<file path="src/rtl/ysyx_23060203_xbar_pkg.sv">
// Shared definitions for the ysyx_23060203 AXI crossbars.
//   - FSM state and slave-select enums
//   - AXI response codes
//   - default address map (CLINT, main memory)
//   - xbar_decode(): address -> slave select, shared by read and write crossbars
package ysyx_23060203_xbar_pkg;

  typedef enum logic [1:0] {
    ST_IDLE,
    ST_ADDR,
    ST_DATA,
    ST_ERR
  } xbar_state_e;

  // SEL_NONE encodes as zero so a cleared select register means "no slave".
  typedef enum logic [1:0] {
    SEL_NONE,
    SEL_MEM,
    SEL_CLINT
  } xbar_sel_e;

  localparam logic [1:0] RESP_OKAY   = 2'b00;
  localparam logic [1:0] RESP_DECERR = 2'b11;

  localparam logic [31:0] DEF_CLINT_BASE = 32'h0200_0000;
  localparam logic [31:0] DEF_CLINT_SIZE = 32'h0001_0000;
  localparam logic [31:0] DEF_MEM_BASE   = 32'h8000_0000;
  localparam logic [31:0] DEF_MEM_SIZE   = 32'h0800_0000;

  // Offset compare rather than addr < base + size, so a region ending at the
  // top of the address space cannot wrap.
  function automatic logic addr_hit(input logic [31:0] addr,
                                    input logic [31:0] base,
                                    input logic [31:0] size);
    logic [31:0] off;
    off = addr - base;
    return (addr >= base) && (off < size);
  endfunction

  function automatic xbar_sel_e xbar_decode(input logic [31:0] addr,
                                            input logic [31:0] clint_base,
                                            input logic [31:0] clint_size,
                                            input logic [31:0] mem_base,
                                            input logic [31:0] mem_size);
    if (addr_hit(addr, clint_base, clint_size)) return SEL_CLINT;
    if (addr_hit(addr, mem_base, mem_size))     return SEL_MEM;
    return SEL_NONE;
  endfunction

endpackage

</file>
<file path="src/rtl/axi_if.sv">
// AXI4 bundle used between the core's read master, the crossbar and the slaves.
// Read channels are full width (32-bit addr/data, 4-bit id, 8-bit len); the
// write channels carry handshakes only, since nothing in this slice writes.
//   modport in  : crossbar side facing a master
//   modport out : crossbar side facing a slave
interface axi_if;
  logic        arvalid;
  logic        arready;
  logic [31:0] araddr;
  logic [3:0]  arid;
  logic [7:0]  arlen;
  logic [2:0]  arsize;
  logic [1:0]  arburst;

  logic        rvalid;
  logic        rready;
  logic [31:0] rdata;
  logic [1:0]  rresp;
  logic        rlast;
  logic [3:0]  rid;

  logic        awvalid;
  logic        awready;
  logic        wvalid;
  logic        wready;
  logic        bvalid;
  logic        bready;

  modport in (
    input  arvalid, araddr, arid, arlen, arsize, arburst,
    output arready,
    output rvalid, rdata, rresp, rlast, rid,
    input  rready,
    input  awvalid, wvalid, bready,
    output awready, wready, bvalid
  );

  modport out (
    output arvalid, araddr, arid, arlen, arsize, arburst,
    input  arready,
    input  rvalid, rdata, rresp, rlast, rid,
    output rready,
    output awvalid, wvalid, bready,
    input  awready, wready, bvalid
  );
endinterface

</file>
<file path="src/rtl/ysyx_23060203_axi_err_r.sv">
// Internal DECERR read responder: answers arlen+1 beats of zero data with
// RESP_DECERR for a request that decoded to no slave.
//   clock, reset    : clock, synchronous active-high reset
//   start_i         : pulse when an unmapped AR is accepted
//   arid_i, arlen_i : latched request id/length (stable while active)
//   rready_i        : master R-channel ready
//   rvalid_o .. rid_o : R-channel outputs, valid while active
//   done_o          : pulses on the rlast handshake
module ysyx_23060203_axi_err_r
  import ysyx_23060203_xbar_pkg::*;
(
  input  logic        clock,
  input  logic        reset,
  input  logic        start_i,
  input  logic [3:0]  arid_i,
  input  logic [7:0]  arlen_i,
  input  logic        rready_i,
  output logic        rvalid_o,
  output logic [31:0] rdata_o,
  output logic [1:0]  rresp_o,
  output logic        rlast_o,
  output logic [3:0]  rid_o,
  output logic        done_o
);

  logic       active_q;
  logic [7:0] cnt_q;
  logic       last;

  assign last = (cnt_q == arlen_i);

  always_ff @(posedge clock) begin
    if (reset) begin
      active_q <= 1'b0;
      cnt_q    <= '0;
    end else if (start_i) begin
      active_q <= 1'b1;
      cnt_q    <= '0;
    end else if (active_q && rready_i) begin
      if (last) begin
        active_q <= 1'b0;
        cnt_q    <= '0;
      end else begin
        cnt_q <= cnt_q + 8'd1;
      end
    end
  end

  assign rvalid_o = active_q;
  assign rdata_o  = '0;
  assign rresp_o  = active_q ? RESP_DECERR : RESP_OKAY;
  assign rlast_o  = active_q && last;
  assign rid_o    = arid_i;
  assign done_o   = active_q && rready_i && last;

endmodule

</file>
<file path="src/rtl/ysyx_23060203_rxbar.sv">
// Read-only AXI crossbar: one read master to main memory, the CLINT and an
// internal DECERR responder. One transaction outstanding at a time; the
// request is latched on acceptance and replayed to the selected slave with
// araddr held until the final R handshake (the CLINT reads from live araddr).
//   clock, reset : clock, synchronous active-high reset
//   up           : from the read master (ar/r used, write handshakes idle)
//   mem          : to the memory read port
//   clint        : to the CLINT read port
module ysyx_23060203_rxbar
  import ysyx_23060203_xbar_pkg::*;
#(
  parameter logic [31:0] CLINT_BASE = DEF_CLINT_BASE,
  parameter logic [31:0] CLINT_SIZE = DEF_CLINT_SIZE,
  parameter logic [31:0] MEM_BASE   = DEF_MEM_BASE,
  parameter logic [31:0] MEM_SIZE   = DEF_MEM_SIZE
) (
  input logic clock,
  input logic reset,
  axi_if.in   up,
  axi_if.out  mem,
  axi_if.out  clint
);

  xbar_state_e state_q;
  xbar_sel_e   sel_q;
  logic [31:0] araddr_q;
  logic [3:0]  arid_q;
  logic [7:0]  arlen_q;
  logic [2:0]  arsize_q;
  logic [1:0]  arburst_q;

  xbar_sel_e   dec_sel;
  logic        slv_arready;
  logic        slv_rvalid;
  logic [31:0] slv_rdata;
  logic [1:0]  slv_rresp;
  logic        slv_rlast;

  logic        err_start;
  logic        err_rvalid;
  logic [31:0] err_rdata;
  logic [1:0]  err_rresp;
  logic        err_rlast;
  logic [3:0]  err_rid;
  logic        err_done;

  assign dec_sel = xbar_decode(up.araddr, CLINT_BASE, CLINT_SIZE, MEM_BASE, MEM_SIZE);
  assign err_start = !reset && (state_q == ST_IDLE) && up.arvalid && (dec_sel == SEL_NONE);

  ysyx_23060203_axi_err_r u_err (
    .clock    (clock),
    .reset    (reset),
    .start_i  (err_start),
    .arid_i   (arid_q),
    .arlen_i  (arlen_q),
    .rready_i (up.rready),
    .rvalid_o (err_rvalid),
    .rdata_o  (err_rdata),
    .rresp_o  (err_rresp),
    .rlast_o  (err_rlast),
    .rid_o    (err_rid),
    .done_o   (err_done)
  );

  always_comb begin
    slv_arready = 1'b0;
    slv_rvalid  = 1'b0;
    slv_rdata   = '0;
    slv_rresp   = RESP_OKAY;
    slv_rlast   = 1'b0;
    case (sel_q)
      SEL_MEM: begin
        slv_arready = mem.arready;
        slv_rvalid  = mem.rvalid;
        slv_rdata   = mem.rdata;
        slv_rresp   = mem.rresp;
        slv_rlast   = mem.rlast;
      end
      SEL_CLINT: begin
        slv_arready = clint.arready;
        slv_rvalid  = clint.rvalid;
        slv_rdata   = clint.rdata;
        slv_rresp   = clint.rresp;
        slv_rlast   = clint.rlast;
      end
      default: ;
    endcase
  end

  always_ff @(posedge clock) begin
    if (reset) begin
      state_q   <= ST_IDLE;
      sel_q     <= SEL_NONE;
      araddr_q  <= '0;
      arid_q    <= '0;
      arlen_q   <= '0;
      arsize_q  <= '0;
      arburst_q <= '0;
    end else begin
      case (state_q)
        ST_IDLE: begin
          if (up.arvalid) begin
            araddr_q  <= up.araddr;
            arid_q    <= up.arid;
            arlen_q   <= up.arlen;
            arsize_q  <= up.arsize;
            arburst_q <= up.arburst;
            sel_q     <= dec_sel;
            state_q   <= (dec_sel == SEL_NONE) ? ST_ERR : ST_ADDR;
          end
        end
        ST_ADDR: if (slv_arready) state_q <= ST_DATA;
        ST_DATA: if (slv_rvalid && up.rready && slv_rlast) state_q <= ST_IDLE;
        ST_ERR:  if (err_done) state_q <= ST_IDLE;
        default: state_q <= ST_IDLE;
      endcase
    end
  end

  assign mem.araddr    = araddr_q;
  assign mem.arid      = arid_q;
  assign mem.arlen     = arlen_q;
  assign mem.arsize    = arsize_q;
  assign mem.arburst   = arburst_q;
  assign clint.araddr  = araddr_q;
  assign clint.arid    = arid_q;
  assign clint.arlen   = arlen_q;
  assign clint.arsize  = arsize_q;
  assign clint.arburst = arburst_q;

  assign mem.awvalid   = 1'b0;
  assign mem.wvalid    = 1'b0;
  assign mem.bready    = 1'b0;
  assign clint.awvalid = 1'b0;
  assign clint.wvalid  = 1'b0;
  assign clint.bready  = 1'b0;
  assign up.awready    = 1'b0;
  assign up.wready     = 1'b0;
  assign up.bvalid     = 1'b0;

  // Handshake outputs are forced inactive while reset is held, whatever the
  // state register still shows, so nothing leaks during the reset cycle.
  always_comb begin
    up.arready  = 1'b0;
    up.rvalid   = 1'b0;
    up.rdata    = '0;
    up.rresp    = RESP_OKAY;
    up.rlast    = 1'b0;
    up.rid      = '0;
    mem.arvalid   = 1'b0;
    mem.rready    = 1'b0;
    clint.arvalid = 1'b0;
    clint.rready  = 1'b0;
    if (!reset) begin
      case (state_q)
        ST_IDLE: up.arready = 1'b1;
        ST_ADDR: begin
          mem.arvalid   = (sel_q == SEL_MEM);
          clint.arvalid = (sel_q == SEL_CLINT);
        end
        ST_DATA: begin
          up.rvalid    = slv_rvalid;
          up.rdata     = slv_rdata;
          up.rresp     = slv_rresp;
          up.rlast     = slv_rlast;
          up.rid       = arid_q;
          mem.rready   = (sel_q == SEL_MEM) && up.rready;
          clint.rready = (sel_q == SEL_CLINT) && up.rready;
        end
        ST_ERR: begin
          up.rvalid = err_rvalid;
          up.rdata  = err_rdata;
          up.rresp  = err_rresp;
          up.rlast  = err_rlast;
          up.rid    = err_rid;
        end
        default: ;
      endcase
    end
  end

  logic unused_ok;
  assign unused_ok = ^{mem.rid, clint.rid, mem.awready, mem.wready, mem.bvalid,
                       clint.awready, clint.wready, clint.bvalid,
                       up.awvalid, up.wvalid, up.bready};

endmodule

</file>
<file path="src/flat_wrapper.sv">
// flat-port wrapper written by rule: the top's interface ports become plain ports
module ysyx_23060203_rxbar_flat import ysyx_23060203_xbar_pkg::*;
#(
  parameter logic [31:0] CLINT_BASE = DEF_CLINT_BASE,
  parameter logic [31:0] CLINT_SIZE = DEF_CLINT_SIZE,
  parameter logic [31:0] MEM_BASE   = DEF_MEM_BASE,
  parameter logic [31:0] MEM_SIZE   = DEF_MEM_SIZE
)
  (clock, reset, up_arvalid, up_araddr, up_arid, up_arlen, up_arsize, up_arburst, up_arready, up_rvalid, up_rdata, up_rresp, up_rlast, up_rid, up_rready, up_awvalid, up_wvalid, up_bready, up_awready, up_wready, up_bvalid, mem_arvalid, mem_araddr, mem_arid, mem_arlen, mem_arsize, mem_arburst, mem_arready, mem_rvalid, mem_rdata, mem_rresp, mem_rlast, mem_rid, mem_rready, mem_awvalid, mem_wvalid, mem_bready, mem_awready, mem_wready, mem_bvalid, clint_arvalid, clint_araddr, clint_arid, clint_arlen, clint_arsize, clint_arburst, clint_arready, clint_rvalid, clint_rdata, clint_rresp, clint_rlast, clint_rid, clint_rready, clint_awvalid, clint_wvalid, clint_bready, clint_awready, clint_wready, clint_bvalid);
  axi_if up_i ();
  axi_if mem_i ();
  axi_if clint_i ();
  input logic clock;
  input logic reset;
  input wire logic [$bits(up_i.arvalid)-1:0] up_arvalid;
  input wire logic [$bits(up_i.araddr)-1:0] up_araddr;
  input wire logic [$bits(up_i.arid)-1:0] up_arid;
  input wire logic [$bits(up_i.arlen)-1:0] up_arlen;
  input wire logic [$bits(up_i.arsize)-1:0] up_arsize;
  input wire logic [$bits(up_i.arburst)-1:0] up_arburst;
  output wire logic [$bits(up_i.arready)-1:0] up_arready;
  output wire logic [$bits(up_i.rvalid)-1:0] up_rvalid;
  output wire logic [$bits(up_i.rdata)-1:0] up_rdata;
  output wire logic [$bits(up_i.rresp)-1:0] up_rresp;
  output wire logic [$bits(up_i.rlast)-1:0] up_rlast;
  output wire logic [$bits(up_i.rid)-1:0] up_rid;
  input wire logic [$bits(up_i.rready)-1:0] up_rready;
  input wire logic [$bits(up_i.awvalid)-1:0] up_awvalid;
  input wire logic [$bits(up_i.wvalid)-1:0] up_wvalid;
  input wire logic [$bits(up_i.bready)-1:0] up_bready;
  output wire logic [$bits(up_i.awready)-1:0] up_awready;
  output wire logic [$bits(up_i.wready)-1:0] up_wready;
  output wire logic [$bits(up_i.bvalid)-1:0] up_bvalid;
  output wire logic [$bits(mem_i.arvalid)-1:0] mem_arvalid;
  output wire logic [$bits(mem_i.araddr)-1:0] mem_araddr;
  output wire logic [$bits(mem_i.arid)-1:0] mem_arid;
  output wire logic [$bits(mem_i.arlen)-1:0] mem_arlen;
  output wire logic [$bits(mem_i.arsize)-1:0] mem_arsize;
  output wire logic [$bits(mem_i.arburst)-1:0] mem_arburst;
  input wire logic [$bits(mem_i.arready)-1:0] mem_arready;
  input wire logic [$bits(mem_i.rvalid)-1:0] mem_rvalid;
  input wire logic [$bits(mem_i.rdata)-1:0] mem_rdata;
  input wire logic [$bits(mem_i.rresp)-1:0] mem_rresp;
  input wire logic [$bits(mem_i.rlast)-1:0] mem_rlast;
  input wire logic [$bits(mem_i.rid)-1:0] mem_rid;
  output wire logic [$bits(mem_i.rready)-1:0] mem_rready;
  output wire logic [$bits(mem_i.awvalid)-1:0] mem_awvalid;
  output wire logic [$bits(mem_i.wvalid)-1:0] mem_wvalid;
  output wire logic [$bits(mem_i.bready)-1:0] mem_bready;
  input wire logic [$bits(mem_i.awready)-1:0] mem_awready;
  input wire logic [$bits(mem_i.wready)-1:0] mem_wready;
  input wire logic [$bits(mem_i.bvalid)-1:0] mem_bvalid;
  output wire logic [$bits(clint_i.arvalid)-1:0] clint_arvalid;
  output wire logic [$bits(clint_i.araddr)-1:0] clint_araddr;
  output wire logic [$bits(clint_i.arid)-1:0] clint_arid;
  output wire logic [$bits(clint_i.arlen)-1:0] clint_arlen;
  output wire logic [$bits(clint_i.arsize)-1:0] clint_arsize;
  output wire logic [$bits(clint_i.arburst)-1:0] clint_arburst;
  input wire logic [$bits(clint_i.arready)-1:0] clint_arready;
  input wire logic [$bits(clint_i.rvalid)-1:0] clint_rvalid;
  input wire logic [$bits(clint_i.rdata)-1:0] clint_rdata;
  input wire logic [$bits(clint_i.rresp)-1:0] clint_rresp;
  input wire logic [$bits(clint_i.rlast)-1:0] clint_rlast;
  input wire logic [$bits(clint_i.rid)-1:0] clint_rid;
  output wire logic [$bits(clint_i.rready)-1:0] clint_rready;
  output wire logic [$bits(clint_i.awvalid)-1:0] clint_awvalid;
  output wire logic [$bits(clint_i.wvalid)-1:0] clint_wvalid;
  output wire logic [$bits(clint_i.bready)-1:0] clint_bready;
  input wire logic [$bits(clint_i.awready)-1:0] clint_awready;
  input wire logic [$bits(clint_i.wready)-1:0] clint_wready;
  input wire logic [$bits(clint_i.bvalid)-1:0] clint_bvalid;
  assign up_i.arvalid = up_arvalid;
  assign up_i.araddr = up_araddr;
  assign up_i.arid = up_arid;
  assign up_i.arlen = up_arlen;
  assign up_i.arsize = up_arsize;
  assign up_i.arburst = up_arburst;
  assign up_arready = up_i.arready;
  assign up_rvalid = up_i.rvalid;
  assign up_rdata = up_i.rdata;
  assign up_rresp = up_i.rresp;
  assign up_rlast = up_i.rlast;
  assign up_rid = up_i.rid;
  assign up_i.rready = up_rready;
  assign up_i.awvalid = up_awvalid;
  assign up_i.wvalid = up_wvalid;
  assign up_i.bready = up_bready;
  assign up_awready = up_i.awready;
  assign up_wready = up_i.wready;
  assign up_bvalid = up_i.bvalid;
  assign mem_arvalid = mem_i.arvalid;
  assign mem_araddr = mem_i.araddr;
  assign mem_arid = mem_i.arid;
  assign mem_arlen = mem_i.arlen;
  assign mem_arsize = mem_i.arsize;
  assign mem_arburst = mem_i.arburst;
  assign mem_i.arready = mem_arready;
  assign mem_i.rvalid = mem_rvalid;
  assign mem_i.rdata = mem_rdata;
  assign mem_i.rresp = mem_rresp;
  assign mem_i.rlast = mem_rlast;
  assign mem_i.rid = mem_rid;
  assign mem_rready = mem_i.rready;
  assign mem_awvalid = mem_i.awvalid;
  assign mem_wvalid = mem_i.wvalid;
  assign mem_bready = mem_i.bready;
  assign mem_i.awready = mem_awready;
  assign mem_i.wready = mem_wready;
  assign mem_i.bvalid = mem_bvalid;
  assign clint_arvalid = clint_i.arvalid;
  assign clint_araddr = clint_i.araddr;
  assign clint_arid = clint_i.arid;
  assign clint_arlen = clint_i.arlen;
  assign clint_arsize = clint_i.arsize;
  assign clint_arburst = clint_i.arburst;
  assign clint_i.arready = clint_arready;
  assign clint_i.rvalid = clint_rvalid;
  assign clint_i.rdata = clint_rdata;
  assign clint_i.rresp = clint_rresp;
  assign clint_i.rlast = clint_rlast;
  assign clint_i.rid = clint_rid;
  assign clint_rready = clint_i.rready;
  assign clint_awvalid = clint_i.awvalid;
  assign clint_wvalid = clint_i.wvalid;
  assign clint_bready = clint_i.bready;
  assign clint_i.awready = clint_awready;
  assign clint_i.wready = clint_wready;
  assign clint_i.bvalid = clint_bvalid;
  ysyx_23060203_rxbar #(.CLINT_BASE(CLINT_BASE), .CLINT_SIZE(CLINT_SIZE), .MEM_BASE(MEM_BASE), .MEM_SIZE(MEM_SIZE)) u_core (.clock(clock), .reset(reset), .up(up_i), .mem(mem_i), .clint(clint_i));
endmodule
</file>
<file path="config.mk">
export PLATFORM = sky130hd
export DESIGN_NAME = ysyx_23060203_rxbar_flat
export DESIGN_NICKNAME = d
export VERILOG_FILES = /design/src/rtl/ysyx_23060203_xbar_pkg.sv /design/src/rtl/axi_if.sv /design/src/rtl/ysyx_23060203_axi_err_r.sv /design/src/rtl/ysyx_23060203_rxbar.sv /design/src/flat_wrapper.sv
export SDC_FILE = /design/constraint.sdc
export NUM_CORES = 1
export LEC_CHECK = 0
export CORE_AREA = 2 2 116 118
export DETAILED_ROUTE_END_ITERATION = 7
export DIE_AREA = 0 0 118 120
export DONT_BUFFER_PORTS = 1
export GPL_TIMING_DRIVEN = 0
export MAX_ROUTING_LAYER = met4
export PLACE_DENSITY_LB_ADDON = 0.3
export SLEW_MARGIN = 20
export SYNTH_ARGS = -nofsm -noshare
export SYNTH_HDL_FRONTEND = slang
export SYNTH_SLANG_ARGS = --single-unit
</file>
<file path="constraint.sdc">
create_clock -name clock -period 4.3 [get_ports clock]
set_input_delay 0.86 -clock clock [delete_from_list [all_inputs] [get_ports clock]]
set_output_delay 0.86 -clock clock [all_outputs]
set_load 0.02 [all_outputs]
</file>
# == After elaboration in Yosys (flattened, before gate mapping) ==
# Index checks and enable logic that the tools add are counted.
# totals
regBits,62
inputBits,144
output_inout_bits,152
word_cells,91
# op_classes
addsub,3
magnitude_cmp,4
n_eq_ne,10
mux,43
reduce_logical,22
# ops
operator,count
32-bit two-way mux,2
32-bit case mux with 2 select lines,1
"32-bit by 26-bit greater-or-equal comparator with 1-bit output, second input constant",1
"32-bit greater-or-equal comparator, second input constant",1
"32-bit by 17-bit less-than comparator with 1-bit output, second input constant",1
"32-bit by 28-bit less-than comparator with 1-bit output, second input constant",1
"32-bit by 26-bit subtractor with 32-bit output, second input constant",1
"32-bit subtractor, second input constant",1
2-bit two-way mux,11
1-bit two-way mux,18
1-bit logical AND,12
1-bit case mux with 2 select lines,5
"8-bit by 1-bit adder with 8-bit output, second input constant",1
8-bit equality test,1
4-bit two-way mux,2
8-bit two-way mux,1
2-bit case mux with 2 select lines,2
2-bit case mux with 4 select lines,1
"2-bit equality test, second input constant",3
"2-bit by 1-bit inequality test with 1-bit output, second input constant",3
"2-bit by 1-bit equality test with 1-bit output, second input constant",2
2-bit zero test,2
2-bit AND reduction,2
4-bit AND reduction,1
4 further kinds,6

# == Logic depth before layout (Yosys ltp) ==
# depth
word_depth,11
ltp_mapped,8
depth_no_buf,7

# == Modules after synthesis ==
# Synthesis repeated with hierarchy kept, for this count alone.
# hier_totals
cells_unflattened,562
hier_area_um2,4196.5
# by_module_without_submodules
mod,instances,cells_each,area_each_um2,seq_area_each_um2
ysyx_23060203_rxbar,1,468,3413.3,1061.0
ysyx_23060203_axi_err_r,1,94,783.3,180.2

# == Worst setup path after synthesis ==
# Ideal clock, no wire load.
# synth_path
kind,input to output
startpoint,input port reset
endpoint,output port up_rdata[10]
arrival_ns,1.999
t_required_ns,3.440
slack_ns,1.441
cell_stages,5
path_buffers,2
path_cell_list,nand2b_1 -> or3_1 -> clkbuf_1 -> clkbuf_1 -> nor2_1
# synth_between
elab_chain_cells,1
# synth_rtl
element,line_no,source
start: declaration,flat_wrapper.sv:14,input logic reset;
32-bit two-way mux,ysyx_23060203_rxbar.sv:154,if (!reset) begin
end: declaration,flat_wrapper.sv:23,output wire logic [$bits(up_i.rdata)-1:0] up_rdata;
# No other way between the ends.

# == Worst setup path in the final report ==
# layout_path
startpoint,register u_core.sel_q[0]
endpoint,output port up_rdata[22]
# layout_between
elab_chain_cells,4
elab_cells_between_ends,5
classes_between,eq/ne (2); mux (3)
# layout_rtl
element,line_no,source
start: declaration,ysyx_23060203_rxbar.sv:25,xbar_sel_e sel_q;
start signal: assignment,ysyx_23060203_rxbar.sv:108,sel_q <= dec_sel;
2-bit equality test / 2-bit by 1-bit equality test with 1-bit output (equally long branches),ysyx_23060203_rxbar.sv:71,case (sel_q)
32-bit case mux with 2 select lines *,ysyx_23060203_rxbar.sv:71,
32-bit two-way mux *,ysyx_23060203_rxbar.sv:155,case (state_q)
32-bit two-way mux *,ysyx_23060203_rxbar.sv:154,
# Every way passes the cells marked *; elsewhere a longest branch is shown, timed or not.

==> results.cfg <==
[yosys]
synth_area_um2 = 3500
synth_seq_cells = 62
synth_warnings = 0
synth-async-reset-ratio = 0
synth_ff_type = dfxtp_1
ys_types = 39
synthCells = 472
avgSynthCellArea_um2 = 7.41
synth_edf_count = 0
ys_seq_area_frac = 0.355

[clocking]
cts_sinks = 62
cts_buffers = 9
postCtsHoldBufs = 0
ctsLongestPathBuffers = 2
cts.root.buffer_cell = clkbuf_16
clkLatencyLatePin_ps = 330
cts_setup_buffers = 0
path_clk_slew_ps = 50
htree_levels = 3
cts_resized = 0
cts_tree = built

[floorplanning]
coreArea_um2 = 13000
start_util = 0.269
dieArea_um2 = 14200
rows = 42
die_w_um = 118
ios = 296
die_height_um = 120

[finish]
seqCellArea_um2 = 1240
fin_nets = 640
num_antenna_cells = 0
post-route-util = 0.309
layout_common_cells = nand2_1, dfxtp_1, buf_4, a21oi_1, nor2_1
multiInputGateArea_um2 = 1720
fillCellCount = 1382
layout_commonest_cell = nand2_1
drive_gt1_frac = 0.157
syn2layout_area_growth_pct = 14.8

[global_route]
grt_pass1_vias = 3060
track_usage = 0.167
grt_max_degree = 11
grt-ovfl-total = 0
antenna_found_initial = 0
grt_pass1_wl_um = 17300

[timing]
fin_crit_sh = 0.786
fin_tns_setup_ps = 0
max_clock_freq_mhz = 296
finalSetupViolations = 0
worstMarginPinSlew_ps = 904
worst_clock_skew_ps = 7.25
rsz0062_at_grt = false
timing.final.crit_period_ps = 3380
max_slew_margin = 0.393
hold_viol = 0
slew_violations = 0

[placement]
dp_hpwl_um = 9830
port_buffers = 0
gp_congestion = 0.822

[route]
drtAntennaViolNets = 0
drt-initial-drc-count = 85
drc = 0
via_per_inst = 4.86
dr.pass1.iters = 4
vias = 3265
wl_per_cell_um = 17.9
routed_wl_um = 12100

[worst_setup_path]
cp_data_arrival_time_ps = 2520
path_class = reg -> out
end_kind = primary output
crit_fanout = 10
crit_path_start_kind = flip-flop
cp.required_ps = 3440

[run_status]
status = completed

[power_and_ir_drop]
ir_drop_mv = 0.182
p_per_area_nw_per_um2 = 545
p_leak_nw = 1.48

[flow_run]
maxCapViolations = 0

[worst_hold_path]
hp-class = reg -> reg
==> power breakdown <==
part           leakage [nW]  internal, mW  switching (mW)
Combinational         0.831         0.234           0.414
Clock                 0.139         0.400           0.253
Sequential            0.507         0.674           0.212
==> layout make-up <==
type	count	area share
Multi-Input combinational cell	326	0.429
Sequential cell	62	0.309
Buffer	88	0.137
Clock buffer	11	0.0605
Tap cell	176	0.0549
Clock inverter	5	0.00623
Inverter	4	0.00374
==> worst max-delay path, cell delays in order (launching register included) <==
cell and delay (ps):
dfxtp_1 350, inv_1 60, ha_1 330, or3_1 350
clkbuf_1 220, clkbuf_1 270, nor2_1 610
==> Yosys cell counts, drive strengths merged, types with 2 or more instances <==
library cell / count / area [µm²]
ha: 5 / 62.6
nand2: 108 / 405
xnor2: 11 / 96.3
dfxtp: 62 / 1240
o31ai: 2 / 15.0
a22oi: 38 / 285
nor4: 2 / 27.5
o21ai: 3 / 15.0
inv: 4 / 15.0
nor3: 5 / 25.0
nand4: 2 / 12.5
xor2: 3 / 26.3
buf: 60 / 443
clkbuf: 28 / 105
or4: 2 / 18.8
nor2: 48 / 180
a21oi: 53 / 265
nand3: 2 / 10.0
or3: 2 / 12.5
and3: 9 / 56.3
nor2b: 2 / 12.5
and2: 7 / 43.8
==> final timing paths <==
path | start | end | slack [ps] | cells past startpoint
worst max-delay path | u_core.sel_q[0] | up_rdata[22] | 920 | 6
worst min-delay path | u_core.u_err.rvalid_o | u_core.u_err.rvalid_o | 520 | 2
worst min register to register | u_core.u_err.rvalid_o | u_core.u_err.rvalid_o | 520 | 2
worst max register to register | u_core.state_q[1] | u_core.clint.arlen[6] | 2170 | 7
==> through the flow <==
step	area (µm²)	hold slack [ps]	cells	power, mW	setup WS, ps
after detailed placement	3750	512	656	1.56	973
final	4010	518	672	2.19	921
after floorplan	3530	483	480	1.41	1440
after global placement	3750	508	656	1.55	980
after CTS	4010	519	672	2.22	912
after global routing	4010	553	672	2.32	741
==> layer usage <==
layer	global-route usage	vias up	share of wire	wire [µm]
met5	-	-	0	0
met4	0.0640	0	0.019	235
met3	0.0575	16	0.079	952
met2	0.290	169	0.51	6160
met1	0.174	1517	0.39	4710
li1	-	1563	-	-
==> state kept, by name, indices dropped and copies added, names as in the netlist <==
name	cells
u_core.clint.araddr	32
u_core.clint.arlen	8
u_core.u_err.cnt_q	8
u_core.clint.arid	4
u_core.clint.arsize	3
u_core.clint.arburst	2
u_core.sel_q	2
u_core.state_q	2
u_core.u_err.rvalid_o	1
==> cell families after synthesis <==
group / Yosys count / share of synthesized area
flip-flops: 62 / 0.355
AO/OA/AOI/OAI: 105 / 0.189
multiplexers: 2 / 0.00608
other: 1 / 0.00107
buffers and inverters: 92 / 0.161
adder cells (fa/ha/maj): 5 / 0.0179
AND/OR/NAND/NOR: 191 / 0.235
XOR/XNOR: 14 / 0.0351
Note: power is estimated with default switching activity, not from simulation.
